`src/rtl/pipelined_prefix_addsub.sv`:
```
// rtl/pipelined_prefix_addsub.sv - three-stage Brent-Kung add/subtract unit with saturation and valid/ready backpressure
module pipelined_prefix_addsub #(
    parameter int WIDTH      = 32,
    parameter int GROUP_SIZE = 8
) (
    input  logic             clk,
    input  logic             rst,
    input  logic             in_valid,
    output logic             in_ready,
    input  logic [WIDTH-1:0] a,
    input  logic [WIDTH-1:0] b,
    input  logic             cin,
    input  logic             sub,
    input  logic             sat_en,
    output logic             out_valid,
    input  logic             out_ready,
    output logic [WIDTH-1:0] sum,
    output logic             cout,
    output logic             ovf,
    output logic             sat
);

    localparam int NG     = WIDTH / GROUP_SIZE;
    localparam int LOG_NG = $clog2(NG);

    logic adv1, adv2, adv3;
    logic v1_q, v2_q, v3_q;

    // stage 1: per-bit propagate/generate and per-group (G,P)
    logic [WIDTH-1:0] p1_q, p1_d, g1_q, g1_d;
    logic [NG-1:0]    gg1_q, gg1_d, gp1_q, gp1_d;
    logic             cin1_q, sat1_q, amsb1_q;

    // stage 2: carry into every group; entry NG is the carry out of the MSB
    logic [WIDTH-1:0] p2_q, g2_q;
    logic [NG:0]      gc2_q, gc2_d;
    logic             sat2_q, amsb2_q;

    // stage 3: registered results
    logic [WIDTH-1:0] sum_q, sum_d;
    logic             cout_q, cout_d, ovf_q, ovf_d, sat_q, sat_d;

    // Bubble-collapsing handshake: a stage moves when it is empty or its successor moves
    always_comb begin
        adv3     = !v3_q | out_ready;
        adv2     = !v2_q | adv3;
        adv1     = !v1_q | adv2;
        in_ready = adv1;
    end

    // Condition operand B and compute bit and group generate/propagate terms
    always_comb begin : s1_comb
        logic [WIDTH-1:0] bx;
        logic             c;
        logic             pp;
        bx    = sub ? ~b : b;
        p1_d  = a ^ bx;
        g1_d  = a & bx;
        gg1_d = '0;
        gp1_d = '0;
        c     = 1'b0;
        pp    = 1'b0;
        for (int k = 0; k < NG; k++) begin
            c  = 1'b0;
            pp = 1'b1;
            for (int j = 0; j < GROUP_SIZE; j++) begin
                c  = g1_d[k*GROUP_SIZE+j] | (p1_d[k*GROUP_SIZE+j] & c);
                pp = pp & p1_d[k*GROUP_SIZE+j];
            end
            gg1_d[k] = c;
            gp1_d[k] = pp;
        end
    end

    // Brent-Kung prefix over the groups, then fold in carry-in to get each group's carry
    always_comb begin : s2_comb
        logic [NG-1:0] ng;
        logic [NG-1:0] np;
        ng = gg1_q;
        np = gp1_q;
        for (int l = 0; l < LOG_NG; l++) begin
            for (int i = 0; i < NG; i++) begin
                if (((i + 1) % (1 << (l + 1))) == 0) begin
                    ng[i] = ng[i] | (np[i] & ng[i-(1<<l)]);
                    np[i] = np[i] & np[i-(1<<l)];
                end
            end
        end
        for (int l = LOG_NG - 2; l >= 0; l--) begin
            for (int i = 0; i < NG; i++) begin
                if ((((i + 1) % (1 << (l + 1))) == (1 << l)) && (i >= (1 << (l + 1)))) begin
                    ng[i] = ng[i] | (np[i] & ng[i-(1<<l)]);
                    np[i] = np[i] & np[i-(1<<l)];
                end
            end
        end
        gc2_d[0] = cin1_q;
        for (int k = 0; k < NG; k++) begin
            gc2_d[k+1] = ng[k] | (np[k] & cin1_q);
        end
    end

    // Ripple each group from its carry, derive flags and clamp on overflow when enabled
    always_comb begin : s3_comb
        logic [WIDTH-1:0] raw;
        logic             c;
        logic             c_msb;
        raw   = '0;
        c     = 1'b0;
        c_msb = 1'b0;
        for (int k = 0; k < NG; k++) begin
            c = gc2_q[k];
            for (int j = 0; j < GROUP_SIZE; j++) begin
                raw[k*GROUP_SIZE+j] = p2_q[k*GROUP_SIZE+j] ^ c;
                if (k * GROUP_SIZE + j == WIDTH - 1) begin
                    c_msb = c;
                end
                c = g2_q[k*GROUP_SIZE+j] | (p2_q[k*GROUP_SIZE+j] & c);
            end
        end
        cout_d = gc2_q[NG];
        ovf_d  = c_msb ^ gc2_q[NG];
        sat_d  = ovf_d & sat2_q;
        // On overflow both effective operands share A's sign, so A's MSB picks the rail
        if (sat_d) begin
            sum_d = amsb2_q ? {1'b1, {(WIDTH-1){1'b0}}} : {1'b0, {(WIDTH-1){1'b1}}};
        end else begin
            sum_d = raw;
        end
    end

    // Stage 1 register: accept a beat when stage 1 can advance
    always_ff @(posedge clk) begin
        if (rst) begin
            v1_q    <= 1'b0;
            p1_q    <= '0;
            g1_q    <= '0;
            gg1_q   <= '0;
            gp1_q   <= '0;
            cin1_q  <= 1'b0;
            sat1_q  <= 1'b0;
            amsb1_q <= 1'b0;
        end else if (adv1) begin
            v1_q <= in_valid;
            if (in_valid) begin
                p1_q    <= p1_d;
                g1_q    <= g1_d;
                gg1_q   <= gg1_d;
                gp1_q   <= gp1_d;
                cin1_q  <= cin;
                sat1_q  <= sat_en;
                amsb1_q <= a[WIDTH-1];
            end
        end
    end

    // Stage 2 register: group carries plus forwarded bit terms
    always_ff @(posedge clk) begin
        if (rst) begin
            v2_q    <= 1'b0;
            p2_q    <= '0;
            g2_q    <= '0;
            gc2_q   <= '0;
            sat2_q  <= 1'b0;
            amsb2_q <= 1'b0;
        end else if (adv2) begin
            v2_q <= v1_q;
            if (v1_q) begin
                p2_q    <= p1_q;
                g2_q    <= g1_q;
                gc2_q   <= gc2_d;
                sat2_q  <= sat1_q;
                amsb2_q <= amsb1_q;
            end
        end
    end

    // Stage 3 register: results only change when a new beat lands, so they hold while empty or stalled
    always_ff @(posedge clk) begin
        if (rst) begin
            v3_q   <= 1'b0;
            sum_q  <= '0;
            cout_q <= 1'b0;
            ovf_q  <= 1'b0;
            sat_q  <= 1'b0;
        end else if (adv3) begin
            v3_q <= v2_q;
            if (v2_q) begin
                sum_q  <= sum_d;
                cout_q <= cout_d;
                ovf_q  <= ovf_d;
                sat_q  <= sat_d;
            end
        end
    end

    assign out_valid = v3_q;
    assign sum       = sum_q;
    assign cout      = cout_q;
    assign ovf       = ovf_q;
    assign sat       = sat_q;

endmodule

```
`config.mk`:
```
export PLATFORM = sky130hd
export DESIGN_NAME = pipelined_prefix_addsub
export DESIGN_NICKNAME = d
export VERILOG_FILES = /design/src/rtl/pipelined_prefix_addsub.sv
export SDC_FILE = /design/constraint.sdc
export NUM_CORES = 1
export LEC_CHECK = 0
export ABC_AREA = 1
export BUFFER_PORTS_ARGS = -buffer_cell sky130_fd_sc_hd__buf_4
export CAP_MARGIN = 40
export CORE_AREA = 10 10 153 155
export CTS_CLUSTER_SIZE = 30
export DETAILED_ROUTE_END_ITERATION = 10
export DIE_AREA = 0 0 163 165
export PLACE_DENSITY = 0.64
export SYNTH_ARGS = -nofsm -noshare
export SYNTH_HDL_FRONTEND = slang
export SYNTH_SLANG_ARGS = --single-unit
```
`constraint.sdc`:
```
create_clock -name clk -period 5.15 [get_ports clk]
set_clock_uncertainty 0.1 [all_clocks]
set_input_delay 1.03 -clock clk [delete_from_list [all_inputs] [get_ports clk]]
set_output_delay 1.03 -clock clk [all_outputs]
set_load 0.1 [all_outputs]
```
==> impl_table.tex <==
\begin{tabular}{lr}
\hline
Metric & Value \\
\hline
\multicolumn{2}{l}{\textbf{Floorplanning}} \\
\quad Boundary pin count & 108 \\
\quad Initial cell density of the core & 39.9\% \\
\quad Die outline height & 165 um \\
\quad Horizontal die dimension & 163 um \\
\quad Number of cell rows & 52 \\
\quad Die area & 26900 sq um \\
\quad Area inside the core boundary & 20200 sq um \\
\multicolumn{2}{l}{\textbf{Synthesis}} \\
\quad Count of flip-flops with a built-in enable after synthesis & 0 \\
\quad Net count of the mapped netlist & 1194 \\
\quad Number of instances in the synthesized netlist & 1063 \\
\quad Cell with the most instances after synthesis & sky130\_fd\_sc\_hd\_\_nor2\_1 \\
\quad Cell taking the most area after synthesis & sky130\_fd\_sc\_hd\_\_dfxtp\_1 \\
\quad Netlist area before placement & 8050 sq um \\
\quad Distinct cells, synth & 29 \\
\quad Count of state elements after synthesis & 176 \\
\quad Share of flip-flops with an asynchronous set or reset & 0\% \\
\quad Yosys synthesis warning count & 0 \\
\quad Sequential-to-total area share from yosys stat & 43.7\% \\
\quad Share of the synthesized area in the top cell type & 43.7\% \\
\quad Dominant synthesized flop cell & sky130\_fd\_sc\_hd\_\_dfxtp\_1 \\
\quad Mean instance size in the synthesized netlist & 7.58 sq um \\
\quad Top post-synthesis cells by area & sky130\_fd\_sc\_hd\_\_dfxtp\_1 (44\%), sky130\_fd\_sc\_hd\_\_nor2\_1 (13\%), sky130\_fd\_sc\_hd\_\_ha\_1 (9.3\%) \\
\quad Synth cell count leaders & sky130\_fd\_sc\_hd\_\_nor2\_1 (286), sky130\_fd\_sc\_hd\_\_dfxtp\_1 (176), sky130\_fd\_sc\_hd\_\_o21ai\_0 (131) \\
\multicolumn{2}{l}{\textbf{Setup path}} \\
\quad Library cell contributing the largest single delay on the critical path & sky130\_fd\_sc\_hd\_\_dfxtp\_1 \\
\quad Critical path capture point type & register \\
\quad Data arrival time at the worst-slack endpoint & 4.59 ns \\
\quad Critical Path, Cell by Cell & ha\_1, or2\_2, ha\_1, or2\_2, ha\_1, or2\_2, ha\_1, or2\_2, ha\_1, or2\_2, ha\_1, or2\_2, ha\_1, o21ai\_1, nand2\_1, nand2\_1, buf\_4, nand2\_1, nand3\_1, a21oi\_1 \\
\quad Worst-case reg-to-reg path depth & 20 \\
\quad Delay-heaviest family, CP & simple AND/OR/NAND/NOR gates \\
\quad Worst Path Class, Setup & register to register \\
\quad Max stage delay on crit path & 0.31 ns \\
\quad Data required, critical path & 5.33 ns \\
\quad End of the worst register-to-register path & sum[31]\$\_SDFFE\_PP0P\_ \\
\quad Most common cell on crit path & sky130\_fd\_sc\_hd\_\_ha\_1 \\
\quad Worst setup slack for register-to-register paths & 0.74 ns \\
\quad Buffers \& Inverters on Critical Path & 1 \\
\quad Startpoint of the most critical register-to-register path & p2\_q[24]\$\_SDFFE\_PP0P\_ \\
\quad Startpoint types & register \\
\quad Critical path peak fanout & 25 \\
\multicolumn{2}{l}{\textbf{Pwr}} \\
\quad Power consumption & 3.28 mW \\
\quad Switching part of the total & 28.5\% \\
\quad Switching pwr & 936 uW \\
\quad Share of power burned in the clock network & 36.4\% \\
\quad Proportion of power drawn by combinational gates & 17.9\% \\
\quad Flop pwr share & 45.7\% \\
\quad PwrDens & 344 nW/um\^{}2 \\
\quad VDD IR max & 0.000237 V \\
\quad Pint & 2.34 mW \\
\quad Total leakage power & 4.62 nW \\
\multicolumn{2}{l}{\textbf{Clock network}} \\
\quad CTS root buffer & sky130\_fd\_sc\_hd\_\_clkbuf\_16 \\
\quad Later-pin clock latency in the skew report & 0.42 ns \\
\quad Htree depth & 4 \\
\quad Clock Sink Count & 176 \\
\quad Count of instances resized after the clock tree is built & 0 \\
\quad CTS max path bufs & 2 \\
\quad Clock edge transition at the registers on the reported setup and hold paths & 0.06 ns \\
\quad Count of buffers added by post-CTS timing repair for setup & 0 \\
\quad CTS tree & yes \\
\quad Cts hold-fix bufs & 0 \\
\quad Clock buffers created by TritonCTS & 17 \\
\multicolumn{2}{l}{\textbf{Drt}} \\
\quad Metal2 WL & 7.97 mm \\
\quad Detailed-route wire length & 18.9 mm \\
\quad Wire length per cell & 13.3 um \\
\quad Post-route ant nets & 0 \\
\quad Number of detailed-routing iterations run before antenna repair & 5 \\
\quad DR iter-0 viols & 421 \\
\quad Final routed DRC violation total & 0 \\
\quad Metal3 WL & 733 um \\
\quad Top Layer Used & met4 \\
\quad Post-route met1 wirelength & 9.97 mm \\
\quad Routed vias & 6553 \\
\quad Per-cell via count in the routed design & 4.62 \\
\multicolumn{2}{l}{\textbf{Global route}} \\
\quad Initial antenna violation count & 0 \\
\quad Global route total overflow & 0 \\
\quad GRT Resource Usage Total & 14.3\% \\
\quad Largest net degree at the start of global routing & 70 \\
\quad First-pass GRT wire length & 31.6 mm \\
\quad Via count of the first global-routing pass & 6265 \\
\multicolumn{2}{l}{\textbf{Cells and area}} \\
\quad Utilization after layout & 47.3\% \\
\quad Number of nets in the layout & 1267 \\
\quad Share of post-route cells with drive strength above 1 & 15.7\% \\
\quad Number of cells in the finished layout apart from fillers & 1417 \\
\quad Summed area of non-filler cells in the final layout & 9530 sq um \\
\quad Ant. Diodes & 0 \\
\quad Filler cells & 2062 \\
\quad Area added between synthesis and finish & 18.4\% \\
\multicolumn{2}{l}{\textbf{Timing}} \\
\quad FMAX & 0.227 GHz \\
\quad Share of the cycle needed by the critical path after routing & 85.6\% \\
\quad Max-slew violations & 0 \\
\quad Unrepaired setup endpoints after global routing & false \\
\quad Final Hold Fails & 0 \\
\quad Transition at the pin with the smallest max-transition slack & 0.623 ns \\
\quad Clock period minus final worst setup slack & 4.41 ns \\
\quad Headroom to the max-slew limit & 58.5\% \\
\quad Total negative setup slack & 0 ns \\
\quad Setup violation total in the final timing report & 0 \\
\multicolumn{2}{l}{\textbf{Run status}} \\
\quad Run status & finished, final reports clean \\
\multicolumn{2}{l}{\textbf{Worst hold path}} \\
\quad Launch instance of the worst min-delay path & p1\_q[16]\$\_SDFFE\_PP0P\_ \\
\quad Cell depth of the worst hold path & 2 \\
\quad Class of the tightest hold or removal check & register to register \\
\quad Destination of the worst hold path & p1\_q[16]\$\_SDFFE\_PP0P\_ \\
\multicolumn{2}{l}{\textbf{Placed design}} \\
\quad Total of buffers placed on input and output ports & 107 \\
\quad Routability-driven placement congestion ratio & 0.758 \\
\quad Area post-placement & 8990 sq um \\
\quad Post-DP HPWL & 13.7 mm \\
\quad Post-Place Cells & 1387 \\
\multicolumn{2}{l}{\textbf{Job}} \\
\quad Number of maximum-capacitance constraint violations & 0 \\
\hline
\end{tabular}
[worst max path at each step]
stage          cells after the start             startpoint  slack [ns]                    to
2_1_floorplan                     20  p2_q[24]$_SDFFE_PP0P_        1.15  sum[17]$_SDFFE_PP0P_
3_3_place_gp                      20  p2_q[24]$_SDFFE_PP0P_        0.77  sum[31]$_SDFFE_PP0P_
3_5_place_dp                      20  p2_q[24]$_SDFFE_PP0P_        0.70  sum[31]$_SDFFE_PP0P_
4_1_cts                           20  p2_q[24]$_SDFFE_PP0P_        0.71  sum[31]$_SDFFE_PP0P_
5_1_grt                           21  p2_q[24]$_SDFFE_PP0P_        0.44  sum[14]$_SDFFE_PP0P_
6_report                          20  p2_q[24]$_SDFFE_PP0P_        0.74  sum[31]$_SDFFE_PP0P_
[worst min-delay path: stages (launching register included)]
cell	delay (ns)
sky130_fd_sc_hd__dfxtp_1	0.30
sky130_fd_sc_hd__inv_1	0.06
sky130_fd_sc_hd__a21oi_1	0.05
[sequential cells by signal, indices dropped and copies added (netlist names)]
name       count
g2_q          28
sum           32
v1_q           1
ovf            1
sat1_q         1
out_valid      1
sat            1
g1_q          28
cin1_q         1
gc2_q          5
v2_q           1
amsb2_q        1
gg1_q          4
cout           1
gp1_q          4
p1_q          32
p2_q          32
sat2_q         1
amsb1_q        1
[routing by layer]
layer / GRT usage, % / up-vias
li1: - / 3538
met1: 20.5 / 2895
met2: 20.9 / 107
met3: 3.31 / 13
met4: 4.06 / 0
met5: 0 / -
[per-stage QoR]
step / setup slack [ns] / hold WS, ns
2_1_floorplan: 1.15 / 0.330
3_5_place_dp: 0.704 / 0.348
3_3_place_gp: 0.774 / 0.343
4_1_cts: 0.715 / 0.357
5_1_grt: 0.442 / 0.376
6_report: 0.739 / 0.354
[placed cells by master (no fill, tap or decap), types with 4 or more instances in the layout]
cell type / synthesis / layout
sky130_fd_sc_hd__nor2_1: 286 / 286
sky130_fd_sc_hd__dfxtp_1: 176 / 176
sky130_fd_sc_hd__o21ai_0: 131 / 131
sky130_fd_sc_hd__nand2_1: 115 / 115
sky130_fd_sc_hd__buf_4: 2 / 115
sky130_fd_sc_hd__inv_1: 62 / 61
sky130_fd_sc_hd__ha_1: 60 / 60
sky130_fd_sc_hd__a21oi_1: 44 / 44
sky130_fd_sc_hd__nand3_1: 41 / 41
sky130_fd_sc_hd__xor2_1: 36 / 36
sky130_fd_sc_hd__or2_2: 24 / 24
sky130_fd_sc_hd__clkbuf_16: 0 / 17
sky130_fd_sc_hd__clkinvlp_4: 0 / 5
sky130_fd_sc_hd__clkinv_2: 0 / 5
sky130_fd_sc_hd__inv_2: 3 / 4
sky130_fd_sc_hd__a21o_1: 4 / 4
sky130_fd_sc_hd__nor3_1: 4 / 4
[power groups by stage]
| stage | Combinational, mW | Sequential (mW) | Clock (mW) |
|---|---|---|---|
| 2_1_floorplan | 0.318 | 1.62 | 0 |
| 3_3_place_gp | 0.582 | 1.53 | 0 |
| 3_5_place_dp | 0.587 | 1.53 | 0 |
| 4_1_cts | 0.591 | 1.50 | 1.22 |
| 5_1_grt | 0.660 | 1.51 | 1.27 |
| 6_report | 0.586 | 1.50 | 1.20 |
[cell families after synthesis]
logic type,Yosys count,synth area share [%]
and+or+nand+nor,476,24.1
xor gates and xnor gates,36,3.91
DFF,176,43.7
AOI/OAI and AO/OA,186,11.8
adders and majority gates,60,9.32
buffers and inverters,129,7.10
[layout make-up]
type	instances	area (sq um)	share of cell area [%]
multi-input cells	758	3960	41.5
clock buffers	19	453	4.75
well taps	270	338	3.54
clock inverters	11	92.6	0.971
inverters	65	244	2.56
flip-flops and latches	176	3520	37.0
repair buffers	118	923	9.69
Power figures use the tool's default switching activity.
